### src/rtl/trellis_neighbor_checker_seq.sv
// Sequencer/config controller for the trellis neighbor checker: error window, pattern double-buffer, result capture, event counter.
// Optional energy-threshold flag suppression is enabled by defining TNC_SEQ_ENER_THRESH_EN.

module trellis_neighbor_checker_seq_lane #(
  parameter int flag_bitwidth = 4
`ifdef TNC_SEQ_ENER_THRESH_EN
  , parameter int ener_bitwidth = 18
`endif
) (
  input  logic [flag_bitwidth-1:0] flag_i,
`ifdef TNC_SEQ_ENER_THRESH_EN
  input  logic [ener_bitwidth-1:0] ener_i,
  input  logic [ener_bitwidth-1:0] thresh_i,
`endif
  output logic [flag_bitwidth-1:0] flag_o,
  output logic                     nz_o
);

`ifdef TNC_SEQ_ENER_THRESH_EN
  // High-energy candidates are not trusted: drop the flag entirely.
  assign flag_o = (ener_i >= thresh_i) ? '0 : flag_i;
`else
  assign flag_o = flag_i;
`endif
  assign nz_o = |flag_o;

endmodule

module trellis_neighbor_checker_seq #(
  parameter int width                   = 16,
  parameter int est_err_bitwidth        = 9,
  parameter int branch_bitwidth         = 2,
  parameter int num_of_trellis_patterns = 4,
  parameter int trellis_pattern_depth   = 4,
  parameter int ener_bitwidth           = 18,
  parameter int flag_bitwidth           = 4,
  parameter int cnt_bitwidth            = 16,
  localparam int NPAT   = num_of_trellis_patterns * trellis_pattern_depth,
  localparam int ADDR_W = $clog2(NPAT),
  localparam int WORD_W = width * est_err_bitwidth
) (
  input  logic                              clk,
  input  logic                              rst,
  input  logic [WORD_W-1:0]                 err_in,
  input  logic                              err_in_valid,
  output logic [2*WORD_W-1:0]               errstream_out,
  output logic                              chk_valid,
  input  logic [width*flag_bitwidth-1:0]    chk_flags,
  input  logic [width*ener_bitwidth-1:0]    chk_eners,
  output logic [width*flag_bitwidth-1:0]    flags_out,
  output logic [width*ener_bitwidth-1:0]    eners_out,
  output logic                              flags_valid,
  input  logic                              cfg_wr_en,
  input  logic [ADDR_W-1:0]                 cfg_addr,
  input  logic [branch_bitwidth-1:0]        cfg_data,
  input  logic                              cfg_commit,
  output logic                              cfg_busy,
  output logic [NPAT*branch_bitwidth-1:0]   patterns_out,
`ifdef TNC_SEQ_ENER_THRESH_EN
  input  logic [ener_bitwidth-1:0]          ener_thresh,
`endif
  input  logic                              cnt_clear,
  output logic [cnt_bitwidth-1:0]           err_event_count
);

  localparam int POP_W = $clog2(width + 1);
  localparam int CW1   = cnt_bitwidth + 1;

  typedef enum logic [1:0] {ST_EMPTY, ST_HALF, ST_FULL} state_t;

  state_t                                   state_q, state_d;
  logic [WORD_W-1:0]                        prev_q, prev_d, cur_q, cur_d;
  logic                                     chk_valid_q, chk_valid_d;
  logic                                     flags_valid_q, flags_valid_d;
  logic [width-1:0][flag_bitwidth-1:0]      flags_q, flags_d;
  logic [width*ener_bitwidth-1:0]           eners_q, eners_d;
  logic [cnt_bitwidth-1:0]                  cnt_q, cnt_d;
  logic                                     pending_q, pending_d;
  logic [NPAT-1:0][branch_bitwidth-1:0]     shadow_q, shadow_d;
  logic [NPAT-1:0][branch_bitwidth-1:0]     active_q, active_d;

  logic [width-1:0][flag_bitwidth-1:0]      flags_in, flags_m;
  logic [width-1:0]                         nz;
  logic [POP_W-1:0]                         pop;
  logic [CW1-1:0]                           cnt_sum;
  logic                                     addr_ok, wr_ok, apply;

  assign flags_in = chk_flags;

  for (genvar l = 0; l < width; l++) begin : g_lane
    trellis_neighbor_checker_seq_lane #(
      .flag_bitwidth(flag_bitwidth)
`ifdef TNC_SEQ_ENER_THRESH_EN
      , .ener_bitwidth(ener_bitwidth)
`endif
    ) u_lane (
      .flag_i   (flags_in[l]),
`ifdef TNC_SEQ_ENER_THRESH_EN
      .ener_i   (chk_eners[l*ener_bitwidth +: ener_bitwidth]),
      .thresh_i (ener_thresh),
`endif
      .flag_o   (flags_m[l]),
      .nz_o     (nz[l])
    );
  end

  // Only non-power-of-two pattern tables can see an out-of-range address.
  if ((2 ** ADDR_W) > NPAT) begin : g_addr_chk
    assign addr_ok = (cfg_addr < ADDR_W'(NPAT));
  end else begin : g_addr_all
    assign addr_ok = 1'b1;
  end

  assign wr_ok = cfg_wr_en & addr_ok & ~pending_q;
  assign apply = pending_q & ~chk_valid_q & ~err_in_valid;

  always_comb begin
    pop = '0;
    for (int l = 0; l < width; l++) pop = pop + POP_W'(nz[l]);
    cnt_sum = {1'b0, cnt_q} + CW1'(pop);
  end

  always_comb begin
    state_d       = state_q;
    chk_valid_d   = 1'b0;
    prev_d        = prev_q;
    cur_d         = cur_q;
    flags_d       = flags_q;
    eners_d       = eners_q;
    flags_valid_d = chk_valid_q;
    cnt_d         = cnt_q;
    shadow_d      = shadow_q;
    active_d      = active_q;
    pending_d     = pending_q ? ~apply : cfg_commit;

    case (state_q)
      ST_EMPTY: if (err_in_valid) state_d = ST_HALF;
      ST_HALF: begin
        if (err_in_valid) begin
          state_d     = ST_FULL;
          chk_valid_d = 1'b1;
        end
      end
      ST_FULL:  chk_valid_d = err_in_valid;
      default:  state_d = ST_EMPTY;
    endcase

    if (err_in_valid) begin
      prev_d = cur_q;
      cur_d  = err_in;
    end

    if (chk_valid_q) begin
      flags_d = flags_m;
      eners_d = chk_eners;
    end

    if (cnt_clear)
      cnt_d = '0;
    else if (chk_valid_q)
      cnt_d = cnt_sum[cnt_bitwidth] ? '1 : cnt_sum[cnt_bitwidth-1:0];

    // Writes are blocked while pending, so the copy always sees a settled shadow.
    if (wr_ok) shadow_d[cfg_addr] = cfg_data;
    if (apply) active_d = shadow_q;
  end

  always_ff @(posedge clk) begin
    if (rst) begin
      state_q       <= ST_EMPTY;
      prev_q        <= '0;
      cur_q         <= '0;
      chk_valid_q   <= 1'b0;
      flags_valid_q <= 1'b0;
      flags_q       <= '0;
      eners_q       <= '0;
      cnt_q         <= '0;
      pending_q     <= 1'b0;
      shadow_q      <= '0;
      active_q      <= '0;
    end else begin
      state_q       <= state_d;
      prev_q        <= prev_d;
      cur_q         <= cur_d;
      chk_valid_q   <= chk_valid_d;
      flags_valid_q <= flags_valid_d;
      flags_q       <= flags_d;
      eners_q       <= eners_d;
      cnt_q         <= cnt_d;
      pending_q     <= pending_d;
      shadow_q      <= shadow_d;
      active_q      <= active_d;
    end
  end

  assign errstream_out   = {cur_q, prev_q};
  assign chk_valid       = chk_valid_q;
  assign flags_out       = flags_q;
  assign eners_out       = eners_q;
  assign flags_valid     = flags_valid_q;
  assign cfg_busy        = pending_q;
  assign patterns_out    = active_q;
  assign err_event_count = cnt_q;

endmodule

### config.mk
export PLATFORM = sky130hd
export DESIGN_NAME = trellis_neighbor_checker_seq
export DESIGN_NICKNAME = d
export VERILOG_FILES = /design/src/rtl/trellis_neighbor_checker_seq.sv
export SDC_FILE = /design/constraint.sdc
export NUM_CORES = 1
export LEC_CHECK = 0
export BUFFER_PORTS_ARGS = -buffer_cell sky130_fd_sc_hd__buf_2
export CAP_MARGIN = 5
export CELL_PAD_IN_SITES_DETAIL_PLACEMENT = 1
export CELL_PAD_IN_SITES_GLOBAL_PLACEMENT = 2
export CORE_AREA = 2 2 466 468
export DETAILED_ROUTE_END_ITERATION = 6
export DIE_AREA = 0 0 468 470
export PLACE_DENSITY = 0.43
export SETUP_SLACK_MARGIN = 0.4
export SYNTH_ARGS = -nofsm -noshare
export SYNTH_HDL_FRONTEND = slang
export SYNTH_SLANG_ARGS = --single-unit
### constraint.sdc
create_clock -name clk -period 5.3 [get_ports clk]
set_input_delay 1.06 -clock clk [delete_from_list [all_inputs] [get_ports clk]]
set_output_delay 1.06 -clock clk [all_outputs]
set_load 0.1 [all_outputs]
After elaboration in Yosys (flattened, before gate mapping):

Index checks and enable logic that the tools add are counted.

* bits in registers: 725
* bits in latches: 0
* memory bits (writable): 0
* bits in read-only memories: 0
* input port bits: 508
* memories kept: 0

* $add $sub $neg: 16
* $mul: 0
* divide/modulo/power cells: 0
* $lt $le $gt $ge: 2
* equal/unequal tests: 4
* shift-type cells: 0
* muxes and demuxes: 10
* bitwise gates (word level): 8
* reduce and logical (&&, ||, !) cells: 20

Operators with widths (count)
* 4-bit OR reduction: 16
* 5-bit by 1-bit adder with 5-bit output: 11
* 32-bit bitwise mux: 1
* 16-bit by 5-bit adder with 17-bit output: 1
* 16-bit two-way mux: 1
* 2-bit demux with 4-bit select: 1
* 2-bit two-way mux: 3
* 2-bit one-hot mux with 3 select lines: 1
* 4-bit by 1-bit adder with 5-bit output: 1
* 4-bit by 5-bit less-than comparator with 1-bit output (second input constant): 1
* 1-bit NOT: 5
* 3-bit by 1-bit adder with 4-bit output: 1
* 4-bit by 1-bit >= comparator with 1-bit output (second input constant): 1
* 2-bit != test (second input constant): 2
* 2-bit by 1-bit adder with 3-bit output: 1
* 1-bit AND: 3
* 3-bit AND reduction: 1
* 1-bit by 1-bit adder with 2-bit output: 1
* 2-bit by 1-bit == test with 1-bit output (second input constant): 1
* 2-bit == test (second input constant): 1
* 2-bit zero test: 1
* 1-bit two-way mux: 2
* 1-bit one-hot mux with 2 select lines: 1
* 2-bit OR reduction: 1
* 1-bit logical AND: 1

Logic depth before layout (Yosys ltp):

Gate-level depths: netlist of the first run.

* word-level depth: 18
* mapped depth: 16
* gate-level depth less buffers: 15

Hierarchy:

From an unflattened synthesis of the first run, not the netlist that was laid out.

* cell total of the unflattened synthesis: 2600
* area, all modules: 26639.3 um2

Modules (own cells, without submodules)
* trellis_neighbor_checker_seq: instances 1, cells each 2520, area each 26038.7 um2, seq. area each 14513.9 um2
* trellis_neighbor_checker_seq_lane: instances 16, cells each 5, area each 37.5 um2, seq. area each 0.0 um2

Worst setup path before layout of the first run:

Ideal clock, no wire load.

* kind: input to register
* start: input chk_flags[3]
* end: register cnt_q[14] (netlist: err_event_count[14])
* setup time: 0.088 ns
* arrival: 5.333 ns
* required time: 5.212 ns
* setup slack: -0.122 ns
* stages: 15
* path through: or4_1 -> fa_1 -> fa_1 -> fa_1 -> inv_1 -> fa_1 -> fa_1 -> inv_1 -> fa_1 -> nand3_1 -> a21oi_2 -> o21a_1 -> buf_4 -> a21oi_1 -> a311oi_2

* word-level cells in the longest chain between the ends: 18

RTL lines
* start: declaration: RTL line 48 `input logic [width*flag_bitwidth-1:0] chk_flags,`
* 4-bit OR reduction: RTL line 25 `assign nz_o = |flag_o;`
* 1-bit by 1-bit adder with 2-bit output: RTL line 119 `for (int l = 0; l < width; l++) pop = pop + POP_W'(nz[l]);`
* 2-bit by 1-bit adder with 3-bit output: RTL line 119
* 3-bit by 1-bit adder with 4-bit output: RTL line 119
* 4-bit by 1-bit adder with 5-bit output: RTL line 119
* 5-bit by 1-bit adder with 5-bit output (11 in a row): RTL line 119
* 16-bit by 5-bit adder with 17-bit output: RTL line 120 `cnt_sum = {1'b0, cnt_q} + CW1'(pop);`
* 16-bit two-way mux: RTL line 161 `cnt_d = cnt_sum[cnt_bitwidth] ? '1 : cnt_sum[cnt_bitwidth-1:0];`
* end signal: assignment: RTL line 189 `cnt_q <= cnt_d;`
* end: declaration: RTL line 77 `logic [cnt_bitwidth-1:0] cnt_q, cnt_d;`

Every way passes these cells.
A chain may end at the register's enable or synchronous reset.

Worst setup path after layout of the first run:

* start: input chk_flags[11]
* end: register cnt_q[11] (netlist: err_event_count[11])

* word-level cells in the longest chain between the ends: 17

RTL lines (RTL line)
* 4-bit OR reduction: 25
* 2-bit by 1-bit adder with 3-bit output: 119
* 3-bit by 1-bit adder with 4-bit output: 119
* 4-bit by 1-bit adder with 5-bit output: 119
* 5-bit by 1-bit adder with 5-bit output (11 in a row): 119
* 16-bit by 5-bit adder with 17-bit output: 120
* 16-bit two-way mux: 161

Every way passes these cells.

==> summary.md, run 1 <==
| Metric | Value |
|---|---|
| P per Cell Area | around 420 mW/mm^2 |
| Main synth FF type | dfxtp_1 |
| Mapped cell area | 0.0263 mm^2 |
| Worst Hold Depth | 2 |
| Fin. max-slew vios | 0 |
| DRC errors left | 0 |
| FF-to-FF End | err_event_count[11] |
| Net Count, Synth | a little over 3000 |
| Core area | approximately 0.22 mm^2 |
| Sequential share of the synthesized area | approximately 55% |
| Actual slew at the worst max-slew pin | 1.24 ns |
| Synth Area in XOR/XNOR | 0.0666% |
| Mapped Avg Cell Area | 10.4 um^2 |
| First-pass GRT wire length | ~200000 um |
| HPWL Detailed | between 100000 and 150000 um |
| Post-CTS Setup Repair Bufs | 0 |
| FF+latch area | 0.0145 mm^2 |
| R2R Setup Slk | approximately 1.3 ns |
| Setup crit start kind | input pin |
| Area Overhead vs Synth | 49.5% |
| H-tree Lvls | 3 |
| Num CTS Buffers | 100 |
| Dpl cell area | 0.0359 mm^2 |
| Largest net degree at the start of global routing | between 100 and 150 |
| Period utilization | between 90% and 100% |
| Vias in the first global route | 24100 |
| Setup Viol. Count Final | 0 |
| Cell Count, Final, Fillers Out | roughly 6700 |
| Post-route ant nets | 0 |
| Synth unique cells | 56 |
| Clock Skews | ~0.017 ns |
| Critical path class | input pin to flop |
| Clock Latency Late Sink | between 0.7 and 0.8 ns |
| Cells after synthesis | about 2500 |
| I/O pin total | about 1200 |
| Data required, critical path | 5.94 ns |
| GPL Wtd Cong | about 0.83 |
| Hold Path Class | flop to flop |
| Clock transition at path regs | 0.06 ns |
| Worst Reg-to-Reg Cells | 14 |
| Design Area, Final | around 0.04 mm^2 |
| Unrepaired setup endpoints after global routing | false |
| Post-synth top area share | between 50% and 60% |
| # hold bufs at CTS | 0 |
| Yosys top cell by area | dfxtp_1 |
| GRT Total Usage | between 10 and 15% |
| Hold Path Sink | patterns_out[20] |
| CP Max Fanout | 3 |
| Root Buffer | clkbuf_16 |
| Global route overflow | 0 |
| Slew margin rel. | 16.6% |
| Adder-Cell Fraction of Synth Area | roughly 1.4% |
| Initial core utilization | between 10% and 20% |
| Die H | approximately 470 um |
| Synth async-reset ratio | 0% |
| Status | finished clean |
| Hold Violations, Final | 0 |
| Hold_sp | patterns_out[20] |
| Main combinational cell family by area after synthesis | multiplexers |
| Area of the multi-input gates | between 0.01 and 0.015 mm^2 |
| Count leader, synth | dfxtp_1 |
| Synth warn | 0 |
| Final Routed Wirelength | approximately 150000 um |
| DRT Pass-1 Iters | 4 |
| Placed cell count | 6503 |
| CTS tree | done |
| DR WL/cell | approximately 22 um |
| Share of cells above drive strength 1 | a little under two fifths |
| Mux share of post-synthesis cell area | 24.8% |
| Die X | ~470 um |
| IO buf count | about 1200 |
| Initial antenna violation count | 64 |
| Leak | ~18 nW |
| Net count, final | roughly 4300 |
| Initial drt markers | between 700 and 800 |
| Fmax | 206 MHz |
| Max-Cap Viols | 0 |
| Max VDD drop | around 230 uV |
| Clock tree buffer depth | 3 |
| Die area | roughly 0.22 mm^2 |
| Vias | approximately 23000 |
| CTS sink cnt | 725 |
| Top cells by area, synth | dfxtp_1 55%, mux2i_1 25%, nor2_1 9.5% |
| Min Tclk post-route | 4.85 ns |
| Synth Register Bits | roughly 730 |
| Filler Cell Count | 25300 |
| FF-to-FF Start | err_event_count[0] |
| Vias per inst | roughly 3.4 |
| Data arrival time of the critical path | roughly 5.5 ns |
| Post-synth top cells | 725 x dfxtp_1, 668 x nor2_1, 653 x mux2i_1 |
| Number of synthesized flops with an enable pin | 0 |
| Simple-gate share of the synthesized area | 13.1% |
| Crit. End Element | flop |
| # rows | ~170 |
| Synth Area in Compound Gates | 2.32% |
[kinds of logic after synthesis]
logic type                 after synthesis
and+or+nand+nor                        849
DFF                                    725
muxes                                  653
buffers and inverters                  191
AOI/OAI and AO/OA                       97
adders and majority gates               22
xor gates and xnor gates                 2
[critical path: stages]
cell and delay (ns):
buf_2 0.11, or4_1 0.53, buf_4 0.20, fa_1 0.54, fa_1 0.44, fa_1 0.49
inv_1 0.05, fa_1 0.45, fa_2 0.36, inv_2 0.07, fa_2 0.21, nand3_2 0.12
a21oi_4 0.20, buf_4 0.14, o211ai_4 0.08, and2_4 0.18, a311oi_2 0.24
[metal layers]
metal / vias to the layer above / routed length [um] / global-route usage (%)
li1: 11000 / - / -
met1: 11000 / 62100 / 15.6
met2: 872 / 66100 / 20.6
met3: 213 / 15400 / 5.80
met4: 38 / 3190 / 3.40
met5: - / 247 / 0
[through the flow]
stage | hold WS, ns | worst slack (ns) | setup TNS [ns] | power, mW | util [%]
2_1_floorplan | 0.428 | 0.170 | 0 | 8.67 | -
3_3_place_gp | 0.445 | -0.394 | -5.35 | 9.64 | 16.7
3_5_place_dp | 0.446 | -0.381 | -4.96 | 9.65 | 16.7
4_1_cts | 0.437 | 0.474 | 0 | 16.8 | 18.2
5_1_grt | 0.471 | 0.401 | 0 | 17.2 | 18.2
6_report | 0.449 | 0.453 | 0 | 16.4 | 18.2
[flip-flops by register name, summed over array words and instances (netlist names)]
name,flops
eners_out,288
cur_q,144
prev_q,144
flags_out,64
patterns_out,32
shadow_q,32
err_event_count,16
state_q,2
cfg_busy,1
chk_valid,1
flags_valid,1
[power breakdown]
| part | switching [mW] | internal (mW) | total [mW] | leakage (nW) |
|---|---|---|---|---|
| Clock | 2.83 | 4.11 | 6.93 | 1.66 |
| Sequential | 0.213 | 5.72 | 5.93 | 5.90 |
| Combinational | 2.79 | 0.756 | 3.55 | 10.3 |
[cell type report]
type	instances	share of cell area, %
clock buffer	158	7.68
inverter	20	0.191
tap	2854	9.08
sequential	725	36.9
multi-input combinational	1623	28.0
clock inverter	29	0.824
antenna	16	0.102
timing repair buffer	1281	17.2
[cells in the final DEF, fill, tap and decap left out, drive strengths merged, types with 6 or more instances in the layout]
master / Yosys / layout
nor4: 7 / 7
fa: 12 / 12
and3: 7 / 7
and2: 6 / 6
a31oi: 6 / 6
a21oi: 66 / 66
ha: 10 / 10
dfxtp: 725 / 725
nand3: 22 / 22
o21ai: 9 / 9
clkbuf: 87 / 158
diode: 0 / 16
inv: 20 / 25
clkinv: 0 / 20
mux2i: 653 / 653
nor2b: 9 / 9
nor2: 668 / 668
nand2: 101 / 101
or4: 9 / 9
buf: 84 / 1281
nor3: 6 / 6
[what timing repair did]
| action | in CTS | in global routing |
|---|---|---|
| hold endpoints to repair | 0 | 0 |
| setup endpoints to repair | 0 | 10 |
| gates resized for setup | 0 | 2 |
[worst max path at each step]
stage	start	to	cells past startpoint
floorplan	chk_flags[34]	err_event_count[8]	15
global placement	chk_flags[19]	err_event_count[11]	16
detailed placement	chk_flags[19]	err_event_count[11]	16
CTS	chk_flags[19]	err_event_count[11]	16
global route	chk_flags[11]	err_event_count[11]	17
finish	chk_flags[11]	err_event_count[11]	17
(Power assumes the default switching activity.)
==> run 2: changes to the inputs <==
--- a/config.mk
+++ b/config.mk
@@ -12,7 +12,8 @@
 export CORE_AREA = 2 2 466 468
 export DETAILED_ROUTE_END_ITERATION = 6
 export DIE_AREA = 0 0 468 470
-export PLACE_DENSITY = 0.43
+export GPL_TIMING_DRIVEN = 0
+export PLACE_DENSITY = 0.56
 export SETUP_SLACK_MARGIN = 0.4
 export SYNTH_ARGS = -nofsm -noshare
 export SYNTH_HDL_FRONTEND = slang
==> run 2 against run 1 <==
Effect of this change:
- final area down 0.16%
- highest routed layer unchanged
- via count up 3.8%
- flip-flop and latch count unchanged
- clock power about the same
- sequential share of layout area about the same
- register-to-register slack worse by 0.10 ns
- non-clock buffer count up 87
- largest power group unchanged
- count of clock-buffer cells in the layout down 20
- critical path type unchanged
==> summary.md, run 2 (synthesis results as in run 1) <==
| Metric | Value |
|---|---|
| Status | finished clean |
| CTS sink cnt | 725 (unchanged) |
| Worst Reg-to-Reg Cells | 14 (unchanged) |
| # rows | 171 (unchanged) |
| Overall power of the completed layout | 16.5 mW (+0.62%) |
| Period utilization | 91.7% (+0.27 points) |
| Data arrival time of the critical path | 5.44 ns (-0.05 ns) |
| Clock transition at path regs | 0.06 ns (about the same) |
| DRC errors left | 0 (unchanged) |
| HPWL Detailed | 148000 um (+25%) |
| Hold Path Class | flop to flop |
| Critical path class | input pin to flop |
| Final Routed Wirelength | 175000 um (+19%) |
| Clock tree buffer depth | 3 (unchanged) |
| Crit-path most repeated cell | fa_1 |
| Root Buffer | clkbuf_16 |
| Slowest cell on crit path | or4_4 |
| Data required, critical path | 5.88 ns (-0.06 ns) |
| Area Overhead vs Synth | 49.3% |
| Vias in the first global route | 24700 (+2.7%) |
| Unrepaired setup endpoints after global routing | true |
| Initial core utilization | 12.2% (unchanged) |
| CTS tree | done |
| Die X | 468 um (unchanged) |
| Setup Viol. Count Final | 0 (unchanged) |
| Share of cells above drive strength 1 | 37.4% (-1.0 points) |
| Setup crit start kind | input pin |
| Combinational group share of total power | 22.3% (+0.7 points) |
| Max reg flops | 288 (unchanged) |
| Seq pwr share | 35.9% (-0.3 points) |
| Clock Latency Late Sink | 0.73 ns (about the same) |
| Hold Violations, Final | 0 (unchanged) |
| Commonest non-fill, non-tap cells in the layout | 1269 x buf_2, 725 x dfxtp_1, 668 x nor2_1 |
| Clock Skews | 0.0217 ns (+0.00460 ns) |
| Critical Path Stages | 16 (-1) |
| WHS | 0.451 ns (+0.00190 ns) |
| Worst path cell trace | buf_2 > or4_4 > fa_1 > fa_1 > fa_1 > inv_1 > fa_1 > fa_2 > inv_2 > fa_2 > nand3_4 > a21oi_4 > o21a_1 > buf_6 > and4bb_1 > nor3_1 |
| Vias per inst | 3.54 (+2.8%) |
| Initial drt markers | 947 (+31%) |
| Max VDD drop | 263 uV (+14%) |
| Num CTS Buffers | 96 (-4.0%) |
| Global route overflow | 0 (unchanged) |
| Clk network pwr share | 41.8% (-0.4 points) |
| GRT Total Usage | 15.4% (+2.5 points) |
| Actual slew at the worst max-slew pin | 1.19 ns (-0.0485 ns) |
| Core area | 0.216 mm^2 (unchanged) |
| First-pass GRT wire length | 229000 um (+14%) |
| Slew margin rel. | 20.6% (+4.0 points) |
| CP Buf/Inv Count | 4 (-1) |
| H-tree Lvls | 3 (unchanged) |
| Fmax | 206 MHz (-0.29%) |
| # hold bufs at CTS | 0 (unchanged) |
| Fin. max-slew vios | 0 (unchanged) |
| Min Tclk post-route | 4.86 ns (+0.0140 ns) |
| Psw | 5.94 mW (+1.8%) |
| Cell Count, Final, Fillers Out | 6776 (+1.0%) |
| Placed cell count | 6588 (+1.3%) |
| Die area | 0.220 mm^2 (unchanged) |
| Max-Cap Viols | 0 (unchanged) |
| Vias | 24000 (+3.8%) |
| Net count, final | 4364 (+1.9%) |
| CP max stage delay | 0.57 ns (+0.03 ns) |
| Die H | 470 um (unchanged) |
| CP Max Fanout | 10 (+7) |
| P_int | 10.6 mW (about the same) |
| Worst Hold Depth | 2 (unchanged) |
| DR WL/cell | 25.8 um (+18%) |
| Worst path top cell family by delay | adder cells |
| Largest net degree at the start of global routing | 14 (-87%) |
| IO buf count | 1194 (-0.33%) |
| GPL Wtd Cong | 0.899 (+7.8%) |
| Sw frac | 36.0% (+0.43 points) |
| Leak | 17.9 nW (about the same) |
| Initial antenna violation count | 78 (+22%) |
| Leading cell type in the layout, fill and taps excluded | buf_2 |
| P per Cell Area | 420 mW/mm^2 (+0.78%) |
| DRT Pass-1 Iters | 5 (+1) |
| I/O pin total | 1199 (unchanged) |
| R2R Setup Slk | 1.15 ns (-0.10 ns) |
| Post-route ant nets | 0 (unchanged) |
| Crit. End Element | flop |
[run 2: cell count changes in the layout (fill, tap and decap cells not counted), moves of 3 or more]
cell / change
buf_6: +3
clkinv_2: -5
buf_1: +5
bufinv_16: +5
clkbuf_1: +76
buf_4: -71
inv_6: +3
buf_12: -10
buf_2: +73
clkbuf_16: -3
clkbuf_8: -7
[run 2: layer usage]
layer	up-vias	part of all wire [%]	GRT usage [%]
li1	11100	-	-
met1	11600	44	19.6
met2	1000	45	24.6
met3	225	9.0	5.85
met4	12	2.1	3.10
met5	-	0.049	0
[run 2: path summary, 6_finish.rpt]
check / start / to
worst max-delay path: chk_flags[19] / err_event_count[8]
worst min-delay path: patterns_out[21] / patterns_out[21]
worst max register to register: err_event_count[0] / err_event_count[8]
worst min register to register: patterns_out[21] / patterns_out[21]
[run 2: power groups by stage]
stage                     clock network, mW  logic (mW)  registers, mW
after floorplan                           0       0.833           7.84
after global placement                    0        3.72           6.03
after detailed placement                  0        3.74           6.04
after CTS                              7.21        3.74           5.93
after global routing                   7.40        3.87           5.95
final                                  6.90        3.69           5.92
[run 2: worst min-delay path, cell delays in order (launching register included)]
cell and delay (ns):
dfxtp_1 0.30, nand2_1 0.05, a21oi_1 0.05
[run 2: final cells by class]
type / count / area, um^2
sequential: 725 / 14500
clock buffer: 138 / 2810
buffer: 171 / 763
antenna: 18 / 45.0
clock inverter: 30 / 453
inverter: 20 / 75.1
timing repair buffer: 1197 / 6010
tap: 2854 / 3570
fill: 25400 / 176000
multi-input combinational: 1623 / 11000
[run 2: what timing repair did]
item                       4_1_cts  5_1_grt
setup endpoints to repair        0       11
buffers inserted                 0        1
gates resized for setup          0        7
hold endpoints to repair         0        0
[run 2: per-stage QoR]
| step | util [%] | worst slack [ns] | setup TNS (ns) | instance area, um^2 |
|---|---|---|---|---|
| 2_1_floorplan | - | 0.170 | 0 | 26400 |
| 3_3_place_gp | 16.6 | -0.359 | -3.88 | 35900 |
| 3_5_place_dp | 16.7 | -0.364 | -3.97 | 35900 |
| 4_1_cts | 18.2 | 0.441 | 0 | 39200 |
| 5_1_grt | 18.2 | 0.365 | 0 | 39200 |
| 6_report | 18.2 | 0.439 | 0 | 39300 |
